===== config.mk =====
export PLATFORM = sky130hd
export DESIGN_NAME = adaptive_traffic_controller
export DESIGN_NICKNAME = d
export VERILOG_FILES = /design/src/rtl/adaptive_traffic_controller.sv
export SDC_FILE = /design/constraint.sdc
export NUM_CORES = 1
export LEC_CHECK = 0
export BUFFER_PORTS_ARGS = -buffer_cell sky130_fd_sc_hd__buf_2
export CAP_MARGIN = 5
export CORE_AREA = 2 2 85 87
export CTS_CLUSTER_DIAMETER = 50
export DETAILED_ROUTE_END_ITERATION = 12
export DIE_AREA = 0 0 87 89
export GPL_ROUTABILITY_DRIVEN = 0
export GPL_TIMING_DRIVEN = 0
export HOLD_SLACK_MARGIN = 0.1
export PLACE_DENSITY_LB_ADDON = 0.05
export REMOVE_ABC_BUFFERS = 1
export SLEW_MARGIN = 20
export SYNTH_ARGS = -nofsm -noshare
export SYNTH_HDL_FRONTEND = slang
export SYNTH_SLANG_ARGS = --single-unit

===== constraint.sdc =====
create_clock -name clock -period 4.7 [get_ports clock]
set_input_delay 0.705 -clock clock [delete_from_list [all_inputs] [get_ports clock]]
set_output_delay 0.705 -clock clock [all_outputs]
set_load 0.02 [all_outputs]

===== src/rtl/adaptive_traffic_controller.sv =====
// rtl/adaptive_traffic_controller.sv - density-driven traffic light sequencer
// with emergency-vehicle preemption and red-light violation capture.
module adaptive_traffic_controller #(
  parameter int N_ROADS   = 4,
  parameter int LEVELS    = 3,
  parameter int MIN_GREEN = 4,
  parameter int MAX_GREEN = 16,
  parameter int YELLOW    = 2,
  parameter int ALL_RED   = 1
) (
  input  logic                         clock,
  input  logic                         clear,
  input  logic [N_ROADS*LEVELS-1:0]    density,
  input  logic [N_ROADS-1:0]           siren,
  input  logic [N_ROADS-1:0]           violation,
  output logic [3*N_ROADS-1:0]         lights,
  output logic [$clog2(N_ROADS)-1:0]   active_road,
  output logic [2:0]                   state,
  output logic [N_ROADS-1:0]           camera
);

  localparam int AW = $clog2(N_ROADS);
  localparam int TW = $clog2(MAX_GREEN + 1);
  localparam int LW = $clog2(LEVELS + 1);
  localparam int PC = (YELLOW > ALL_RED) ? YELLOW : ALL_RED;
  localparam int CW = $clog2(PC + 1);

  typedef enum logic [2:0] {
    S_IDLE    = 3'd0,
    S_SELECT  = 3'd1,
    S_GREEN   = 3'd2,
    S_YELLOW  = 3'd3,
    S_ALL_RED = 3'd4,
    S_PREEMPT = 3'd5
  } state_t;

  state_t            state_q;
  logic [AW-1:0]     active_q;
  logic [AW-1:0]     last_q;
  logic [TW-1:0]     timer_q;
  logic [CW-1:0]     cnt_q;
  logic [N_ROADS-1:0] camera_q;

  logic [LW-1:0]      lvl [N_ROADS];
  logic               any_level;
  logic               other_siren;
  logic               higher_other;
  logic [AW-1:0]      siren_idx;
  logic [AW-1:0]      sel_road_d;
  logic [LW-1:0]      sel_lvl;
  logic [AW-1:0]      idx;
  logic               green_done;
  logic               serving;
  logic [N_ROADS-1:0] red_mask;

  always_comb begin
    for (int i = 0; i < N_ROADS; i++) begin
      lvl[i] = '0;
      for (int b = 0; b < LEVELS; b++) begin
        lvl[i] = lvl[i] + LW'(density[LEVELS*i + b]);
      end
    end
  end

  always_comb begin
    any_level    = 1'b0;
    other_siren  = 1'b0;
    higher_other = 1'b0;
    siren_idx    = '0;
    for (int i = N_ROADS - 1; i >= 0; i--) begin
      if (siren[i]) siren_idx = AW'(i);
    end
    for (int i = 0; i < N_ROADS; i++) begin
      if (lvl[i] != '0) any_level = 1'b1;
      if (i != int'(active_q)) begin
        if (siren[i]) other_siren = 1'b1;
        if (lvl[i] > lvl[active_q]) higher_other = 1'b1;
      end
    end
    // Rotating scan from the road after the last served one; only a strictly
    // higher level displaces an earlier candidate, so ties favour rotation order.
    idx        = (last_q == AW'(N_ROADS - 1)) ? '0 : last_q + 1'b1;
    sel_road_d = idx;
    sel_lvl    = lvl[idx];
    for (int j = 1; j < N_ROADS; j++) begin
      idx = (idx == AW'(N_ROADS - 1)) ? '0 : idx + 1'b1;
      if (lvl[idx] > sel_lvl) begin
        sel_road_d = idx;
        sel_lvl    = lvl[idx];
      end
    end
    green_done = (timer_q >= TW'(MAX_GREEN - 1)) ||
                 ((timer_q >= TW'(MIN_GREEN - 1)) &&
                  ((lvl[active_q] == '0) || higher_other));
  end

  always_comb begin
    lights   = '0;
    red_mask = '0;
    serving  = (state_q == S_GREEN) || (state_q == S_YELLOW) || (state_q == S_PREEMPT);
    for (int i = 0; i < N_ROADS; i++) begin
      if (serving && (active_q == AW'(i))) begin
        lights[3*i +: 3] = (state_q == S_YELLOW) ? 3'b010 : 3'b001;
      end else begin
        lights[3*i +: 3] = 3'b100;
        red_mask[i]      = 1'b1;
      end
    end
  end

  always_ff @(posedge clock) begin
    if (clear) begin
      state_q  <= S_IDLE;
      active_q <= '0;
      last_q   <= AW'(N_ROADS - 1);
      timer_q  <= '0;
      cnt_q    <= '0;
      camera_q <= '0;
    end else begin
      camera_q <= violation & red_mask;
      case (state_q)
        S_IDLE: begin
          if (|siren) begin
            state_q  <= S_PREEMPT;
            active_q <= siren_idx;
          end else if (any_level) begin
            state_q <= S_SELECT;
          end
        end
        S_SELECT: begin
          active_q <= sel_road_d;
          timer_q  <= '0;
          state_q  <= S_GREEN;
        end
        S_GREEN: begin
          if (timer_q != TW'(MAX_GREEN)) timer_q <= timer_q + 1'b1;
          if (siren[active_q]) begin
            state_q <= S_PREEMPT;
          end else if (other_siren || green_done) begin
            state_q <= S_YELLOW;
            cnt_q   <= '0;
            last_q  <= active_q;
          end
        end
        S_YELLOW: begin
          if (cnt_q == CW'(YELLOW - 1)) begin
            state_q <= S_ALL_RED;
            cnt_q   <= '0;
          end else begin
            cnt_q <= cnt_q + 1'b1;
          end
        end
        S_ALL_RED: begin
          if (cnt_q == CW'(ALL_RED - 1)) begin
            state_q <= S_IDLE;
            cnt_q   <= '0;
          end else begin
            cnt_q <= cnt_q + 1'b1;
          end
        end
        S_PREEMPT: begin
          if (!siren[active_q]) begin
            state_q <= S_YELLOW;
            cnt_q   <= '0;
            last_q  <= active_q;
          end
        end
        default: state_q <= S_IDLE;
      endcase
    end
  end

  assign state       = state_q;
  assign active_road = active_q;
  assign camera      = camera_q;

endmodule


# Word-level counts from Yosys, hierarchy flattened
# Index checks and enable logic that the tools add are counted.
# word_totals
regBits	18
latchBits	0
mem_bits_rw	0
rom_bits	0
in_bits	22
output_inout_bits	21
wordCells	177
mem_count	0
# op_classes
addsub	14
mul	0
div_mod_pow	0
n_lt_le_gt_ge	15
eq_ne	26
shifts	0
n_mux	81
n_bitwise	6
n_reduce_logical	29
# op_table
cell	n
2-bit two-way mux	33
3-bit two-way mux	11
1-bit two-way mux	25
2-bit binary-select mux with 2-bit select	5
3-bit case mux with 6 select lines	1
2-bit nonzero test	8
3-bit >= comparator (second input constant)	5
2-bit NOT with 3-bit output	5
2-bit greater-than comparator	7
2-bit == test (second input constant)	6
2-bit by 1-bit adder with 2-bit output (second input constant)	5
5-bit case mux with 2 select lines	1
1-bit by 1-bit adder with 2-bit output	4
2-bit by 1-bit adder with 2-bit output	4
2-bit inequality test (second input constant)	4
2-bit case mux with 2 select lines	2
2-bit case mux with 4 select lines	1
4-bit AND reduction	2
3-bit by 2-bit == test with 1-bit output (second input constant)	2
3-bit == test (second input constant)	2
2-bit logical NOT	3
2-bit by 1-bit inequality test with 1-bit output (second input constant)	3
5-bit by 1-bit adder with 5-bit output (second input constant)	1
5-bit by 2-bit >= comparator with 1-bit output (second input constant)	1
other kinds (19)	30

# Depth between registers and ports, before layout
# logic_depth
ltp_word	21
depth_mapped	21
mapped_depth_nobuf	21

# Least setup slack after synthesis
# OpenSTA, ideal clock, no wires.
# synth_path
path_kind	input to register
startpoint	input density[0]
endpoint	register active_q[1], in the netlist active_road[1]
setup_time_ns	0.074
t_arrival_ns	4.173
required_ns	4.626
path_slack_ns	0.453
cell_stages	20
path_buffers	0
cell_sequence	fa_1 mux2i_1 mux2i_1 inv_1 ha_1 inv_1 o22ai_1 mux2_2 ha_1 nand2_1 o21a_1 nor2_1 a21oi_1 ha_1 nand2_1 o21ai_0 o311ai_0 o31ai_1 or3_1 a31oi_1
# synth_between
elab_chain_len	12
# synth_rtl
element	line_no	rtl
start, declared	13	input logic [N_ROADS*LEVELS-1:0] density,
1-bit by 1-bit adder with 2-bit output (*)	60	lvl[i] = lvl[i] + LW'(density[LEVELS*i + b]);
2-bit by 1-bit adder with 2-bit output (*)	60	
2-bit binary-select mux with 2-bit select, on equally long branches	87, 89, 84	
2-bit two-way mux, on equally long branches (2 in a row)	87, 89, 84	
2-bit greater-than comparator	87	if (lvl[idx] > sel_lvl) begin
2-bit two-way mux	87	
2-bit greater-than comparator	87	
2-bit two-way mux	87	
2-bit greater-than comparator	87	
2-bit two-way mux (*)	87	
2-bit case mux with 2 select lines (*)	121	case (state_q)
end signal, assigned	125	active_q <= siren_idx;
end signal, assigned	131	active_q <= sel_road_d;
end, declared	38	logic [AW-1:0] active_q;
# Every way passes the cells marked *; elsewhere a longest branch is shown, timed or not. The select of a mux whose other input is x is not followed.
# A chain may end at the register's enable or synchronous reset.

# Worst setup path in the final report
# layout_path
startpoint	input density[9]
endpoint	register active_q[1], in the netlist active_road[1]
# The elaborated chain is that of the path after synthesis.

==> run summary <==
Outcome -> completed
RSZ-0062 raised after global routing -> false
Area post-placement -> 2256 um^2
Routed Wire Length -> 5106 um
Std-Cell Core Area -> 6719 um^2
Final Hold Viols -> 0
Mean instance size in the synthesized netlist -> 7.837 um^2
Final critical path time including I/O delays and setup -> 4.278 ns
Power density cells -> 477.9 nW/um^2
Routed length per instance -> 13.76 um
Design Area, Final -> 2326 um^2
Cell area after technology mapping -> 1991 um^2
Clock network latency to the later pin of the worst-skew pair -> 0.25 ns
Overall power after layout -> 1112 uW
Sequential-to-total area share from yosys stat -> 18.10%
Layout cells sized above 1 -> 24.05%
Maximum clock skew at final layout -> 0.003331 ns
Dominant synthesized flop cell -> sky130_fd_sc_hd__dfxtp_1
Total Routing Usage GR -> 13.71%
Relative slew margins -> 61.74%
Final hold slack -> 0.5019 ns
Wire length of the first global-routing pass -> 8590 um
Full die area -> 7743 um^2
Net switching power -> 544.2 uW
Slew at the pin closest to its max-slew limit -> 0.5730 ns
Buffer depth of the longest clock path -> 2
Sequential fraction of design power -> 22.9%
Crit end category -> flip-flop
Total clock sinks -> 18
Static power due to leakage -> 0.0009700 uW
Count of state elements after synthesis -> 18
CTS tree -> yes
Number of vias in the routed layout -> 1875
Congestion Overflow GR -> 0
Cells along the critical path -> buf_2, fa_2, mux2i_1, mux2i_1, inv_1, ha_1, inv_1, o22ai_2, mux2_2, ha_1, nand2_1, o21a_1, nor2_1, a21oi_1, ha_1, nand2_1, o21ai_1, o311ai_1, o31ai_1, or3_1, a31oi_1
Launching element of the worst setup path -> density[9]
Startpoint type of the worst setup path -> input port
Die width -> 87 um
Final count of negative-setup-slack endpoints -> 0
Max incr delay on CP -> 0.62 ns
Total inserted antenna cells -> 0
Yosys warns -> 0
Via count of the first global-routing pass -> 1760
Count of pins on the block boundary -> 43
Final HPWL DP -> 4054 um
Max-cap check violation count -> 0
Final layout net count -> 339
Internal power -> 567.4 uW
First-pass iteration count of the detailed router -> 4
Syn-to-layout area delta -> 16.84%
Floorplan row count -> 30
Post-Synthesis Cells -> 254
Library cells used by synthesis -> 50
Critical register-to-register path startpoint -> last_q[0]
Clock H-tree levels -> 1
Data arrival time of the worst path -> 4.47 ns
Fmax -> 233.8 MHz
Kind of critical path -> input port to flip-flop
Number of antenna violations at the first check in global routing -> 0
Number of flops mapped to enable cells by yosys -> 0
Type of the tightest min-delay check -> flip-flop to flip-flop
Highest-count cells in the layout ignoring fill and taps -> sky130_fd_sc_hd__buf_2 (42), sky130_fd_sc_hd__nor2_1 (40), sky130_fd_sc_hd__a21oi_1 (20), sky130_fd_sc_hd__ha_1 (20), sky130_fd_sc_hd__dfxtp_1 (18)
Critical path fanouts, max -> 5
Pin count of the biggest net entering global routing -> 20
TritonCTS Buffers -> 3
1st-iter DRT viols -> 59
Data required time at the worst endpoint -> 4.89 ns
Count of final max-slew check failures -> 0
Async set-or-reset flop fraction in the synthesized netlist -> 0%
Clock root cell -> sky130_fd_sc_hd__clkbuf_8
DRC -> 0
Hold_sp -> cnt_q[0]
Clock Pin Slew Worst Setup and Hold Paths -> 0.07 ns
VDD IR-drop max -> 131.7 uV
Net switching fraction of the power -> 48.96%
Fraction of the cycle the final worst path needs -> 91.02%
Antenna-violating nets left -> 0
Starting density of the core -> 29.63%
Most common library cell in the layout ignoring fill and taps -> sky130_fd_sc_hd__buf_2
Part of the power in the clock network -> 9.9%
Master of the slowest instance on the critical path -> sky130_fd_sc_hd__fa_2
Cell with the most instances on the worst path -> sky130_fd_sc_hd__ha_1
Port buffer count -> 42
Via-per-instance ratio -> 5.054
Height of the die -> 89 um
Comb power frac -> 67.3%
## synthesized netlist by cell type, drive strengths merged, types with 2 or more instances
cell	instances	area, um^2
and3	5	31.28
nand2	15	56.30
nor3b	3	22.52
o21ai	13	65.06
mux2i	14	140.1
o221ai	2	17.52
nand3b	2	15.01
or3	4	25.02
buf	5	30.02
nor4	3	18.77
a21oi	20	100.1
clkbuf	4	15.01
inv	17	63.81
nand4	2	12.51
a31oi	2	12.51
ha	20	250.2
nor3	4	20.02
mux2	7	78.83
a211oi	3	27.52
a22oi	2	15.01
or2	5	31.28
a21boi	2	15.01
o211ai	3	22.52
nor2	41	156.4
nand2b	6	37.54
fa	4	80.08
mux4	2	45.04
nor2b	6	37.54
o22ai	3	18.77
o21a	2	15.01
dfxtp	18	360.4
nand3	2	10.01
## critical path, delay by kind of cell
kind	cells	cell delay (ns)
buf+inv	3	0.21
fa+ha+maj	4	1.41
mux	3	0.67
compound gates	7	0.95
simple gates	4	0.51
## worst paths after layout
kind | end | slack [ns] | cells after the start
worst max-delay path | active_road[1] | 0.42 | 21
worst min-delay path | cnt_q[0] | 0.50 | 2
worst max register to register | active_road[1] | 0.56 | 20
worst min register to register | cnt_q[0] | 0.50 | 2
## state kept, by name, summed over array words and instances (netlist names)
signal	flops
state	3
last_q	2
cnt_q	2
camera	4
active_road	2
timer_q	5
## per-stage QoR
| step | instances | setup TNS (ns) | util, % | setup WS (ns) |
|---|---|---|---|---|
| floorplan | 245 | 0 | - | 0.4531 |
| global placement | 367 | -0.06932 | 33.58 | -0.06932 |
| detailed placement | 367 | -0.06595 | 33.58 | -0.06595 |
| CTS | 370 | 0 | 34.19 | 0.1910 |
| global route | 371 | 0 | 34.62 | 0.05558 |
| finish | 371 | 0 | 34.62 | 0.4220 |
## cell families (layout without fill, tap and decap cells)
family          after synthesis  count (layout)  share of synthesized area, %
simple gates                103             103                         26.71
compound gates               59              59                         19.42
buf+inv                      26              63                         5.468
fa+ha+maj                    24              24                         16.59
mux                          23              23                         13.26
flops                        18              18                         18.10
xor+xnor                      1               1                        0.4401
## repair_timing
item / 4_1_cts / 5_1_grt
setup buffers: 0 / 1
endpoints found under the setup margin: 0 / 2
gates resized for setup: 0 / 8
hold buffers: 0 / 0
## power groups by stage
stage                     sequential, uW  combinational [uW]  clock, uW
final                                254                 748        110
after global routing                 265                 858        122
after CTS                            255                 736        114
after detailed placement             258                 733          0
after global placement               258                 734          0
after floorplan                      259                 548          0
## cell type report
cell class	count	area, um^2
sequential	18	360.3
clock buffer	3	41.29
timing repair buffer	43	217.7
tap	80	100.1
multi-input combinational	210	1543
inverter	17	63.81
fill	740	4393
## per-layer routing
layer / global-route usage [%] / share of wire [%]
met5: 0 / 0
met4: 1.989 / 0.53
met3: 3.139 / 5.0
met2: 22.00 / 43
met1: 19.18 / 51
Note: power is estimated with default switching activity, not from simulation.
